===== src/rtl/iob_master.sv =====
// iob_master: I/O bus master sitting downstream of the I/O bridge slave.
// Runs one 68000-style asynchronous bus cycle per accepted request, with
// DTACK, BERR and VPA/E (6800-style) termination plus a wait-state watchdog.
// One CLK period is one 68000 half-state.
//
// Ports:
//   CLK, RST                       clock, synchronous active-high reset
//   IOREQ, IORW, IOL, IOU          request level, 1=read, byte strobe requests
//   IOACT, IODONE, nBERR_IOB       accepted/in progress, termination pulse,
//                                  0 = last cycle ended in bus error
//   nAS_IOB, nLDS_IOB, nUDS_IOB    address / data strobes
//   nWE_IOB, nVMA_IOB              R/W (1=read), valid memory address
//   nDoutOE, DinLE                 write data drive enable, read latch pulse
//   nDTACK_IOB, nBERRin_IOB,
//   nVPA_IOB, E                    asynchronous bus inputs
module iob_master #(
  parameter int TO_CYCLES = 128,
  parameter int TO_W      = 8
) (
  input  logic CLK,
  input  logic RST,
  input  logic IOREQ,
  input  logic IORW,
  input  logic IOL,
  input  logic IOU,
  output logic IOACT,
  output logic IODONE,
  output logic nBERR_IOB,
  output logic nAS_IOB,
  output logic nLDS_IOB,
  output logic nUDS_IOB,
  output logic nWE_IOB,
  output logic nVMA_IOB,
  output logic nDoutOE,
  output logic DinLE,
  input  logic nDTACK_IOB,
  input  logic nBERRin_IOB,
  input  logic nVPA_IOB,
  input  logic E
);

  typedef enum logic [3:0] {
    IDLE, S0, S2, S4, EW, EH, EL, S6, S7, REC
  } state_t;

  state_t            state, state_nx;
  logic              DTr, BEr, VPr, Er;
  logic              rw_r, lds_r, uds_r;
  logic              err_r, vma_r;
  logic              term_err;
  logic              wd_hit;
  logic [TO_W-1:0]   wd_cnt;

  // Input stage: every asynchronous bus input is registered once; the FSM
  // only ever looks at these copies.
  always_ff @(posedge CLK) begin
    DTr <= nDTACK_IOB;
    BEr <= nBERRin_IOB;
    VPr <= nVPA_IOB;
    Er  <= E;
  end

  // Request attributes are held for the whole bus cycle.
  always_ff @(posedge CLK) begin
    if (state == IDLE && IOREQ) begin
      rw_r  <= IORW;
      lds_r <= IOL;
      uds_r <= IOU;
    end
  end

  assign wd_hit = (wd_cnt == TO_W'(TO_CYCLES - 1));

  // FSM state and control registers.
  always_ff @(posedge CLK) begin
    if (RST) begin
      state  <= IDLE;
      wd_cnt <= '0;
      err_r  <= 1'b0;
      vma_r  <= 1'b0;
    end else begin
      state <= state_nx;
      if (state == IDLE && IOREQ) begin
        wd_cnt <= '0;
        err_r  <= 1'b0;
      end else if (state == S4 || state == EW || state == EH || state == EL) begin
        wd_cnt <= wd_cnt + TO_W'(1);
      end
      if (term_err)
        err_r <= 1'b1;
      if (state == EW && state_nx == EH)
        vma_r <= 1'b1;
      else if (state == S6)
        vma_r <= 1'b0;
    end
  end

  // Next-state decode. In S4 a real termination (BERR, then DTACK) beats the
  // watchdog; DTACK and BERR are not looked at once an E-cycle has begun.
  always_comb begin
    state_nx = state;
    term_err = 1'b0;
    case (state)
      IDLE: if (IOREQ) state_nx = S0;
      S0:   state_nx = S2;
      S2:   state_nx = S4;
      S4: begin
        if (!BEr) begin
          state_nx = S6;
          term_err = 1'b1;
        end else if (!DTr) begin
          state_nx = S6;
        end else if (wd_hit) begin
          state_nx = S6;
          term_err = 1'b1;
        end else if (!VPr) begin
          state_nx = EW;
        end
      end
      EW: begin
        if (wd_hit) begin
          state_nx = S6;
          term_err = 1'b1;
        end else if (!Er) begin
          state_nx = EH;
        end
      end
      EH: begin
        if (wd_hit) begin
          state_nx = S6;
          term_err = 1'b1;
        end else if (Er) begin
          state_nx = EL;
        end
      end
      EL: begin
        if (!Er) begin
          state_nx = S6;
        end else if (wd_hit) begin
          state_nx = S6;
          term_err = 1'b1;
        end
      end
      S6:      state_nx = S7;
      S7:      state_nx = REC;
      REC:     state_nx = IDLE;
      default: state_nx = IDLE;
    endcase
  end

  // Output decode from registered state only, so IOREQ never reaches an
  // output combinationally. Write strobes wait until S4 so data has settled.
  always_comb begin
    IOACT     = 1'b0;
    IODONE    = 1'b0;
    DinLE     = 1'b0;
    nAS_IOB   = 1'b1;
    nLDS_IOB  = 1'b1;
    nUDS_IOB  = 1'b1;
    nWE_IOB   = 1'b1;
    nDoutOE   = 1'b1;
    nBERR_IOB = ~err_r;
    nVMA_IOB  = ~vma_r;
    case (state)
      S0: begin
        IOACT   = 1'b1;
        nWE_IOB = rw_r;
        nDoutOE = rw_r;
      end
      S2: begin
        IOACT   = 1'b1;
        nWE_IOB = rw_r;
        nDoutOE = rw_r;
        nAS_IOB = 1'b0;
        if (rw_r) begin
          nLDS_IOB = ~lds_r;
          nUDS_IOB = ~uds_r;
        end
      end
      S4, EW, EH, EL, S6: begin
        IOACT    = 1'b1;
        nWE_IOB  = rw_r;
        nDoutOE  = rw_r;
        nAS_IOB  = 1'b0;
        nLDS_IOB = ~lds_r;
        nUDS_IOB = ~uds_r;
        if (state == S6) begin
          IODONE = 1'b1;
          DinLE  = rw_r;
        end
      end
      S7:      IOACT = 1'b1;
      default: ;
    endcase
  end

endmodule


===== config.mk =====
export PLATFORM = sky130hd
export DESIGN_NAME = iob_master
export DESIGN_NICKNAME = d
export VERILOG_FILES = /design/src/rtl/iob_master.sv
export SDC_FILE = /design/constraint.sdc
export NUM_CORES = 1
export LEC_CHECK = 0
export ABC_AREA = 0
export BUFFER_PORTS_ARGS = -buffer_cell sky130_fd_sc_hd__buf_2
export CORE_UTILIZATION = 45
export CTS_CLUSTER_SIZE = 40
export DETAILED_ROUTE_END_ITERATION = 12
export GPL_ROUTABILITY_DRIVEN = 0
export PLACE_DENSITY = 0.71
export SKIP_LAST_GASP = 1
export SLEW_MARGIN = 20
export SYNTH_ARGS = -nofsm -noshare
export SYNTH_HDL_FRONTEND = slang
export SYNTH_SLANG_ARGS = --single-unit

===== constraint.sdc =====
create_clock -name CLK -period 1.49 [get_ports CLK]
set_input_delay 0 -clock CLK [delete_from_list [all_inputs] [get_ports CLK]]
set_output_delay 0 -clock CLK [all_outputs]
set_load 0.01 [all_outputs]

==> impl_metrics.env <==
export IMPL_status="finished, final reports clean"
export IMPL_cts_root_buf="clkbuf_4"
export IMPL_nFillCells=195
export IMPL_cts_buffer_depth=2
export IMPL_grt_pass1_vias=944
export IMPL_powerDensity_nw_per_um2=670
export IMPL_grt_total_usage=0.203
export IMPL_drt_iter0_markers=16
export IMPL_numCtsBuffers=3
export IMPL_post_route_worst_setup_slack_ps=95.4
export IMPL_rows=17
export IMPL_multi_input_area_sq_um=623
export IMPL_cp_start_kind="flop"
export IMPL_dp_hpwl_mm=1.79
export IMPL_wire_per_inst_um=13.0
export IMPL_p_int_uw=761
export IMPL_hold_path_class="input port to flop"
export IMPL_core_area_sq_um=2280
export IMPL_diodes=0
export IMPL_ys_ff_latch=21
export IMPL_power_switching_uw=234
export IMPL_ios=20
export IMPL_finalPower_uw=995
export IMPL_path_class="flop to flop"
export IMPL_setup_violations=0
export IMPL_p_leak_uw=0.000569
export IMPL_fin_crit_sh=0.936
export IMPL_initial_core_util=0.492
export IMPL_postRouteAntennaNets=0
export IMPL_rsz0062_at_grt="no"
export IMPL_fmax_mhz=717
export IMPL_seq_area_frac_synth=0.402
export IMPL_drc_errors=0
export IMPL_arrival_ps=1600
export IMPL_switching_share=0.235
export IMPL_ff_latch_area_sq_um=459
export IMPL_antenna_found_initial=0
export IMPL_worst_clock_skew_ps=6.28
export IMPL_drv_slew=0
export IMPL_min_period_ps=1390
export IMPL_ys_top_cells_by_area="dfxtp_1 32%, edfxtp_1 8.0%, nor2_1 5.4%, a2111oi_4 4.9%, xnor2_1 4.7%"
export IMPL_netlist_area_leader_share=0.322
export IMPL_cts_sinks=21
export IMPL_final_util=0.652
export IMPL_vias_per_cell=5.38
export IMPL_cts_tree="built"
export IMPL_syn_inst=120
export IMPL_endpoint_kind="flop"
export IMPL_ys_types=44
export IMPL_grt_pass1_wl_mm=4.00
export IMPL_syn_nets=131
export IMPL_ys_flop_type="dfxtp_1"
export IMPL_vias=1016
export IMPL_clk_pin_slew_ps=120
export IMPL_max_cap_violations=0
export IMPL_grt_ovfl_total=0
export IMPL_async_flop_share=0
export IMPL_drive_gt1_frac=0.385
export IMPL_place_ws_ps=-5.21
export IMPL_clkPwrFrac=0.273
export IMPL_yosysWarnings=0
export IMPL_syn_area_sq_um=1120
export IMPL_numPortBuffers=19
export IMPL_die_area_sq_um=2690
export IMPL_grt_max_degree=12
export IMPL_fin_nets=173
export IMPL_first_pass_iters=4
export IMPL_relSlewSlack=0.806
export IMPL_finalHoldViolCount=0
export IMPL_synth_top_cell_by_area="dfxtp_1"
export IMPL_routed_wirelength_mm=2.45
export IMPL_syn2layout_area_growth_pct=32.5
export IMPL_syn_area_per_cell_sq_um=9.33
export IMPL_p_comb_frac=0.122
export IMPL_worstPathRequired_ps=1690
export IMPL_fp_dieW_um=51.9
export IMPL_insertion_delay_ps=300
export IMPL_cts_max_level=1
export IMPL_power_frac_seq=0.605
export IMPL_ir_drop_mv=0.619
export IMPL_die_h_um=51.9
export IMPL_tightest_slew_ps=289
export IMPL_crit_fanout=7
export IMPL_synth_edff_count=3
-- synthesized netlist by cell type (2+ instances only) --
library cell  number
and2_1             2
o21ai_0            4
nand2_1            8
dfxtp_1           18
a21o_1             2
nor3_1             2
nor2_1            16
buf_4              4
a211oi_1           4
buf_2              2
nand3_1            4
inv_1              8
xnor2_1            6
a21oi_1            6
a2111oi_4          2
a31oi_1            2
edfxtp_1           3
-- kinds of logic (layout without fill, tap and decap cells) --
| logic type | after synthesis | after routing | share of synthesized area |
|---|---|---|---|
| muxes | 1 | 1 | 0.00894 |
| buffers and inverters | 16 | 57 | 0.0693 |
| xor gates and xnor gates | 6 | 6 | 0.0469 |
| and+or+nand+nor | 43 | 43 | 0.212 |
| adders and majority gates | 1 | 1 | 0.0112 |
| AOI/OAI and AO/OA | 32 | 32 | 0.249 |
| DFF | 21 | 21 | 0.402 |
-- state kept, by name, indices dropped and copies added, names as in the netlist --
signal	flops
state	4
uds_r	1
wd_cnt	8
VPr	1
DTr	1
vma_r	1
Er	1
err_r	1
rw_r	1
lds_r	1
BEr	1
-- through the flow --
| stage | instance area (sq um) | hold WS, ps | setup TNS (ps) | cells |
|---|---|---|---|---|
| floorplan | 1120 | 27.7 | 0 | 120 |
| global placement | 1340 | 103 | 0 | 176 |
| detailed placement | 1340 | 104 | -5.21 | 176 |
| CTS | 1440 | 112 | -27.9 | 188 |
| global route | 1480 | 70.0 | 0 | 189 |
| finish | 1480 | 57.3 | 0 | 189 |
-- final timing paths --
| check | from | endpoint | slack [ps] | cells after the start |
|---|---|---|---|---|
| setup reg to reg | state[1] | wd_cnt[5] | 100 | 5 |
| hold / removal | IOREQ | wd_cnt[2] | 60 | 3 |
| setup / recovery | state[1] | wd_cnt[5] | 100 | 5 |
| hold reg to reg | wd_cnt[1] | wd_cnt[1] | 540 | 2 |
-- area by class of cell --
type / count / share of cell area
repair buffers: 45 / 0.209
multi-input cells: 83 / 0.420
inverters: 8 / 0.0202
flip-flops and latches: 21 / 0.309
well taps: 28 / 0.0236
clock buffers: 4 / 0.0177
-- power groups by stage --
stage	Combinational [uW]	Clock (uW)	Sequential, uW
2_1_floorplan	58.5	0	610
3_3_place_gp	97.2	0	614
3_5_place_dp	98.8	0	615
4_1_cts	116	286	602
5_1_grt	133	308	605
6_report	121	272	602
-- critical path, cell delays in order (launching register included) --
cell	delay [ps]
dfxtp_2	360
buf_4	150
a21bo_4	250
a2111oi_4	310
xnor2_1	170
nor2_1	60
-- routing by layer --
layer	share of wire	routed length (um)	up-vias	GRT usage
met5	0	0	-	0
met4	0.0057	14	0	0.0811
met3	0.025	61	2	0.0351
met2	0.52	1280	19	0.372
met1	0.45	1100	481	0.228
li1	-	-	514	-
-- what timing repair did --
| item | in CTS | in global routing |
|---|---|---|
| setup endpoints to repair | 3 | 17 |
| endpoints found under the hold margin | 12 | 0 |
| hold buffers | 8 | 0 |
| gates resized for setup | 2 | 9 |
| pin swaps | 0 | 2 |
| setup buffers | 0 | 1 |
-- cell usage in the layout, fill, tap and decap left out, types with 2 or more instances in the layout --
cell type / count
nand3_1: 4
buf_2: 19
inv_1: 8
nor2_1: 16
nand2_1: 7
nor3_2: 2
dfxtp_1: 13
a2111oi_4: 2
xnor2_1: 6
dlygate4sd3_1: 8
edfxtp_1: 3
o21ai_0: 4
a21oi_1: 6
dfxtp_2: 4
clkbuf_4: 3
buf_4: 18
a211oi_1: 4
a31oi_1: 2
and2_1: 2
Power figures use the tool's default switching activity.
